$ cat src/rtl/bsg_manycore_sdr_credit_to_token_pkg.sv
// Shared types and width helpers for the SDR credit-to-token converter.
// Holds the token FSM encoding and the counter/phase sizing functions.
package bsg_manycore_sdr_credit_to_token_pkg;

    typedef enum logic [1:0] {
        e_sdr_token_idle = 2'd0,
        e_sdr_token_high = 2'd1,
        e_sdr_token_low  = 2'd2
    } sdr_token_state_e;

    // Counter must hold a full FIFO's worth of credits, hence one bit over log2 depth.
    function automatic int sdr_cnt_width(input int lg_fifo_depth);
        return lg_fifo_depth + 1;
    endfunction

    function automatic int sdr_phase_width(input int max_cycles);
        return (max_cycles > 1) ? $clog2(max_cycles) : 1;
    endfunction

endpackage

$ cat src/rtl/bsg_manycore_sdr_credit_to_token.sv
// Purpose: batch FIFO dequeue credits into shaped token pulses for one SDR link channel.
// Latency: token_o rises one edge after the count reaches the threshold; min period high+low cycles.
// Backpressure: none; credits accumulate while a pulse is in flight, saturating with a sticky overflow.
module bsg_manycore_sdr_credit_to_token
    import bsg_manycore_sdr_credit_to_token_pkg::*;
#(
    parameter int lg_fifo_depth_p                 = 3,
    parameter int lg_credit_to_token_decimation_p = 2,
    parameter int token_high_cycles_p             = 1,
    parameter int token_low_cycles_p              = 1
) (
    input  logic                       clk_i,
    input  logic                       reset_i,
    input  logic                       credit_v_i,
    output logic                       token_o,
    output logic [lg_fifo_depth_p:0]   credits_pending_o,
    output logic                       overflow_o
);

    localparam int cnt_w_lp  = sdr_cnt_width(lg_fifo_depth_p);
    localparam int ph_max_lp = (token_high_cycles_p > token_low_cycles_p)
                             ? token_high_cycles_p : token_low_cycles_p;
    localparam int ph_w_lp   = sdr_phase_width(ph_max_lp);
    localparam logic [cnt_w_lp-1:0] thr_lp = cnt_w_lp'(1 << lg_credit_to_token_decimation_p);
    localparam logic [ph_w_lp-1:0]  high_last_lp = ph_w_lp'(token_high_cycles_p - 1);
    localparam logic [ph_w_lp-1:0]  low_last_lp  = ph_w_lp'(token_low_cycles_p - 1);

    if (lg_credit_to_token_decimation_p > lg_fifo_depth_p) begin : g_bad_decimation
        $error("lg_credit_to_token_decimation_p must not exceed lg_fifo_depth_p");
    end
    if (token_high_cycles_p < 1 || token_low_cycles_p < 1) begin : g_bad_shape
        $error("token_high_cycles_p and token_low_cycles_p must be at least 1");
    end

    sdr_token_state_e      state_r, state_n;
    logic [ph_w_lp-1:0]    ph_r, ph_n;
    logic [cnt_w_lp-1:0]   cnt_r, cnt_n;
    logic                  token_r;
    logic                  overflow_r, overflow_set;
    logic                  launch;
    logic                  cnt_ge_thr;
    logic                  cnt_full;

    assign cnt_ge_thr = (cnt_r >= thr_lp);
    assign cnt_full   = &cnt_r;

    always_comb begin
        state_n = state_r;
        ph_n    = ph_r;
        launch  = 1'b0;
        case (state_r)
            e_sdr_token_idle: begin
                if (cnt_ge_thr) begin
                    launch  = 1'b1;
                    state_n = e_sdr_token_high;
                    ph_n    = '0;
                end
            end
            e_sdr_token_high: begin
                if (ph_r == high_last_lp) begin
                    state_n = e_sdr_token_low;
                    ph_n    = '0;
                end else begin
                    ph_n = ph_r + ph_w_lp'(1);
                end
            end
            e_sdr_token_low: begin
                // Back-to-back tokens skip IDLE so the minimum period stays high+low.
                if (ph_r == low_last_lp) begin
                    ph_n = '0;
                    if (cnt_ge_thr) begin
                        launch  = 1'b1;
                        state_n = e_sdr_token_high;
                    end else begin
                        state_n = e_sdr_token_idle;
                    end
                end else begin
                    ph_n = ph_r + ph_w_lp'(1);
                end
            end
            default: begin
                state_n = e_sdr_token_idle;
                ph_n    = '0;
            end
        endcase
    end

    always_comb begin
        cnt_n        = cnt_r;
        overflow_set = 1'b0;
        if (launch) begin
            cnt_n = cnt_r - thr_lp + cnt_w_lp'(credit_v_i);
        end else if (credit_v_i) begin
            if (cnt_full) begin
                overflow_set = 1'b1;
            end else begin
                cnt_n = cnt_r + cnt_w_lp'(1);
            end
        end
    end

    always_ff @(posedge clk_i or posedge reset_i) begin
        if (reset_i) begin
            state_r    <= e_sdr_token_idle;
            ph_r       <= '0;
            cnt_r      <= '0;
            token_r    <= 1'b0;
            overflow_r <= 1'b0;
        end else begin
            state_r    <= state_n;
            ph_r       <= ph_n;
            cnt_r      <= cnt_n;
            token_r    <= (state_n == e_sdr_token_high);
            overflow_r <= overflow_r | overflow_set;
        end
    end

    assign token_o           = token_r;
    assign credits_pending_o = cnt_r;
    assign overflow_o        = overflow_r;

endmodule
$ cat config.mk
export PLATFORM = sky130hd
export DESIGN_NAME = bsg_manycore_sdr_credit_to_token
export DESIGN_NICKNAME = d
export VERILOG_FILES = /design/src/rtl/bsg_manycore_sdr_credit_to_token_pkg.sv /design/src/rtl/bsg_manycore_sdr_credit_to_token.sv
export SDC_FILE = /design/constraint.sdc
export NUM_CORES = 1
export LEC_CHECK = 0
export CELL_PAD_IN_SITES_DETAIL_PLACEMENT = 1
export CELL_PAD_IN_SITES_GLOBAL_PLACEMENT = 2
export CORE_MARGIN = 4
export CORE_UTILIZATION = 28
export DETAILED_ROUTE_END_ITERATION = 8
export GPL_TIMING_DRIVEN = 0
export PLACE_DENSITY_LB_ADDON = 0.1
export SYNTH_ARGS = -nofsm -noshare
export SYNTH_HDL_FRONTEND = slang
export SYNTH_SLANG_ARGS = --single-unit
$ cat constraint.sdc
create_clock -name clk_i -period 1.7 [get_ports clk_i]
set_input_delay 0.425 -clock clk_i [delete_from_list [all_inputs] [get_ports clk_i]]
set_output_delay 0.425 -clock clk_i [all_outputs]
set_load 0.01 [all_outputs]
Word-level counts from Yosys, hierarchy flattened
Cells that the tools add are included.

word-level totals
  bits in registers = 9
  logic and storage cells = 38

cells by class
  $add $sub $neg = 4
  order comparisons = 1
  eq/ne operators = 5
  multiplexer cells = 17
  bitwise logic cells = 1
  reduce and logical (&&, ||, !) cells = 5

operators with widths
  kind                 count
  $mux 4               3
  $mux 1               8
  $mux 2               3
  $pmux 2 s3           1
  $add 4x1->4          1
  $add 4x1->4 const B  1
  $eq 2x1->1 const B   2
  $ge 4x3->1 const B   1
  $ne 2x2->1 const B   2
  $pmux 1 s2           2
  $reduce_and 4->1     1
  $sub 4x3->4 const B  1
  $eq 2x2->1 const B   1
  $logic_not 2->1      1
  $reduce_and 2->1     1
  $reduce_bool 2->1    1
  $reduce_or 2->1      1
  $add 1x1->1 const B  1
  $or 1x1->1           1

Longest topological paths before layout
  word-level depth = 6
  gate-level depth with buffers = 5
  depth with buffers taken out = 5

Worst setup path after synthesis
No wires, ideal clock.

  path type = register to register
  start = register cnt_r[0] (netlist: credits_pending_o[0])
  end = register cnt_r[1] (netlist: credits_pending_o[1])
  arrival time = 1472 ps
  data required time = 1575 ps
  setup slack = 103 ps
  stages on the path, launching flop included = 5
  buffers on the path = 0
  cells stage by stage = dfrtp_1 > ha_1 > and3_2 > a211oi_4 > mux2_4

between the ends
  word-level cells in the longest chain between the ends = 6

ends and longest elaborated chain
  item                                                              line                                                                            RTL
  from (decl)                                                       bsg_manycore_sdr_credit_to_token.sv:37                                          logic [cnt_w_lp-1:0] cnt_r, cnt_n;
  from (signal assigned)                                            bsg_manycore_sdr_credit_to_token.sv:112                                         cnt_r <= cnt_n;
  $ge 4x3->1                                                        bsg_manycore_sdr_credit_to_token.sv:44                                          assign cnt_ge_thr = (cnt_r >= thr_lp);
  $mux 1                                                            bsg_manycore_sdr_credit_to_token.sv:53, bsg_manycore_sdr_credit_to_token.sv:71
  $mux 1                                                            bsg_manycore_sdr_credit_to_token.sv:69                                          if (ph_r == low_last_lp) begin
  $pmux 1 s2                                                        bsg_manycore_sdr_credit_to_token.sv:51                                          case (state_r)
  $ne 2x2->1 (no line) / $reduce_bool 2->1 (equally long branches)  -
  $reduce_and 2->1 (no line)                                        -

Parallel ways exist; a longest one is shown, timed or not. The select of a mux whose other input is x is not followed.
A chain may end at the register's enable or synchronous reset.

Final worst setup path
  start = input port credit_v_i
  end = register cnt_r[1] (netlist: credits_pending_o[1])

between the ends
  word-level cells in the longest chain between the ends = 2

ends and longest elaborated chain
  item                                                     line                                    RTL
  from (decl)                                              bsg_manycore_sdr_credit_to_token.sv:14  input logic credit_v_i,
  $add 4x1->4 / $reduce_bool 2->1 (equally long branches)  -
  $mux 4 / $reduce_and 2->1 (equally long branches)        -

Parallel ways exist; a longest one is shown, timed or not.

==> impl_metrics.tcl <==
set metrics [dict create \
    fin_total_pwr_mw 0.981 \
    place_area_um2 531 \
    powerDensity_nw_per_um2 1700 \
    clockBufferDepth 2 \
    yosysWarnings 0 \
    peakVddDrop_v 0.000590 \
    grt_pass1_wl_mm 1.71 \
    min_period_ps 1670 \
    final_area_um2 578 \
    drt_iter0_markers 1 \
    start_kind "primary input" \
    fp.coreArea_um2 1380 \
    hold_viol_final 0 \
    hpwlAfterDp_um 841 \
    p_leak_nw 0.269 \
    fin_crit_sh_pct 98.1 \
    drt_pass1_iterations 2 \
    cts-root-buf "clkbuf_4" \
    insertion_delay_ps 250 \
    die_h_um 47.3 \
    place_congestion 0.738 \
    antenna_cells 0 \
    syn_inst 43 \
    place_inst 66 \
    relSlewSlack_pct 76.0 \
    avgSynthCellArea_um2 10.0 \
    cts_buffers 3 \
    start_util_pct 31.2 \
    cts.clk_slew.worst_paths_ps 60 \
    holdCritPathClass "in2async" \
    cap_violations 0 \
    ys_types 24 \
    tightest_slew_ps 357 \
    area_delta_synth_final_pct 33.9 \
    synth_nets 49 \
    stdcell_count 72 \
    grt_start_max_net_pins 10 \
    rsz0062_at_grt "false" \
    mostFrequentLayoutCell "clkdlybuf4s50_1" \
    drive_above_1_share_pct 31.6 \
    cts_max_level 1 \
    crit_arrival_ps 1800 \
    clock.fmax_mhz 599 \
    final_cell_mix "clkdlybuf4s50_1, inv_1, dfrtp_2" \
    cts_tree "built" \
    grt_pass1_vias 380 \
    cp_max_fo 7 \
    cts_sinks 7 \
    crit_path_end "credits_pending_o[1]" \
    r2r_slack_ps 80 \
    antenna_found_initial 0 \
    skew_ps 2.42 \
    startpoint "credit_v_i" \
    port_buffers 8 \
    vias 364 \
    track_usage_pct 11.0 \
    critPathKind "in2reg" \
    drv_slew 0 \
    setup_tns_ps 0 \
    whs_ps 440 \
    setup_viol 0 \
    ant_nets 0 \
    holdBufCountCts 0 \
    worstRegToRegCells 4 \
    die_w_um 47.3 \
    nets 64 \
    io_pins 9 \
    required_ps 1830 \
    status "finished, final reports clean" \
    row_count 13 \
    viasPerCell 5.06 \
    grt_overflow_total 0 \
    reg2reg_from "credits_pending_o[0]" \
    die_area_um2 2230 \
    wire_per_inst_um 14.9 \
    syn_area_um2 432 \
    yosysSeqAreaShare_pct 40.6 \
    drc 0 \
    rr_endpoint "credits_pending_o[1]" \
    ys_ff_latch 7 \
    drt-total-wl_mm 1.08 \
    endpoint_kind "flip-flop" \
]
## final cells by class
class / count / area, µm²
Buffer: 1 / 5.00
Clock buffer: 4 / 26.3
Fill cell: 162 / 805
Inverter: 4 / 15.0
Multi-Input combinational cell: 31 / 239
Sequential cell: 7 / 180
Tap cell: 15 / 18.8
Timing Repair Buffer: 10 / 93.8
## kinds of logic (layout without fill, tap and decap cells)
group / count (synthesis) / count (layout) / synth area share, %
flops: 7 / 7 / 40.6
simple gates: 16 / 16 / 20.3
compound gates: 10 / 10 / 18.8
buf+inv: 5 / 19 / 4.64
mux: 2 / 2 / 6.96
fa+ha+maj: 3 / 3 / 8.70
## sequential cells by signal (all words and copies together) (netlist names)
name / count
state_r: 1
credits_pending_o: 4
overflow_o: 1
token_o: 1
## worst min path at each step
| stage | startpoint | end | slack (ps) | cells after the start |
|---|---|---|---|---|
| floorplan | reset_i | credits_pending_o[0] | 230 | 1 |
| global placement | overflow_o | overflow_o | 450 | 1 |
| detailed placement | overflow_o | overflow_o | 470 | 1 |
| CTS | reset_i | credits_pending_o[0] | 450 | 2 |
| global route | reset_i | credits_pending_o[0] | 470 | 2 |
| finish | reset_i | credits_pending_o[0] | 440 | 2 |
## synthesized netlist by cell type, drive strengths merged
master   n  share of area [%]
nand3    3                3.5
a31oi    1                1.5
mux2     2                7.0
o21ai    3                3.5
a21oi    1                1.2
or3      1                1.5
nand2    1               0.87
inv      4                3.5
a31o     1                2.0
nand2b   1                1.5
o21bai   1                2.6
nor2     2                1.7
and3     2                3.2
o22ai    1                1.5
nor2b    1                1.5
a211oi   1                4.6
buf      1                1.2
dfrtp    7                 41
o2bb2ai  1                2.0
ha       3                8.7
or2      1                1.5
nor3     3                3.5
or2b     1                1.7
## worst max-delay path, stage by stage
cell           delay [ps]
dlygate4sd2_1         320
ha_1                  260
ha_1                  280
mux2_4                270
mux2_4                250
## layer usage
layer | track usage, % | part of all wire (%) | vias up
met5 | 0 | 0 | -
met4 | 3.31 | 0 | 0
li1 | - | - | 180
met2 | 18.4 | 50 | 5
met1 | 14.0 | 46 | 179
met3 | 2.30 | 3.9 | 0
## timing repair
| item | 4_1_cts | 5_1_grt |
|---|---|---|
| setup endpoints to repair | 4 | 5 |
| hold endpoints to repair | 0 | 0 |
| resized for setup | 3 | 3 |
| buffers inserted | 0 | 2 |
## power breakdown
part / switching [mW] / total, mW / leakage [nW] / internal, mW
Clock: 0.0673 / 0.157 / 0.0150 / 0.0900
Combinational: 0.238 / 0.534 / 0.167 / 0.296
Sequential: 0.0551 / 0.290 / 0.0866 / 0.235
## through the flow
| stage | setup WS [ps] | util (%) |
|---|---|---|
| after global routing | 12.7 | 41.8 |
| after floorplan | 103 | - |
| after detailed placement | -477 | 38.4 |
| after CTS | 2.69 | 40.4 |
| after global placement | -453 | 38.4 |
| final | 31.6 | 41.8 |
Power figures use the tool's default switching activity.
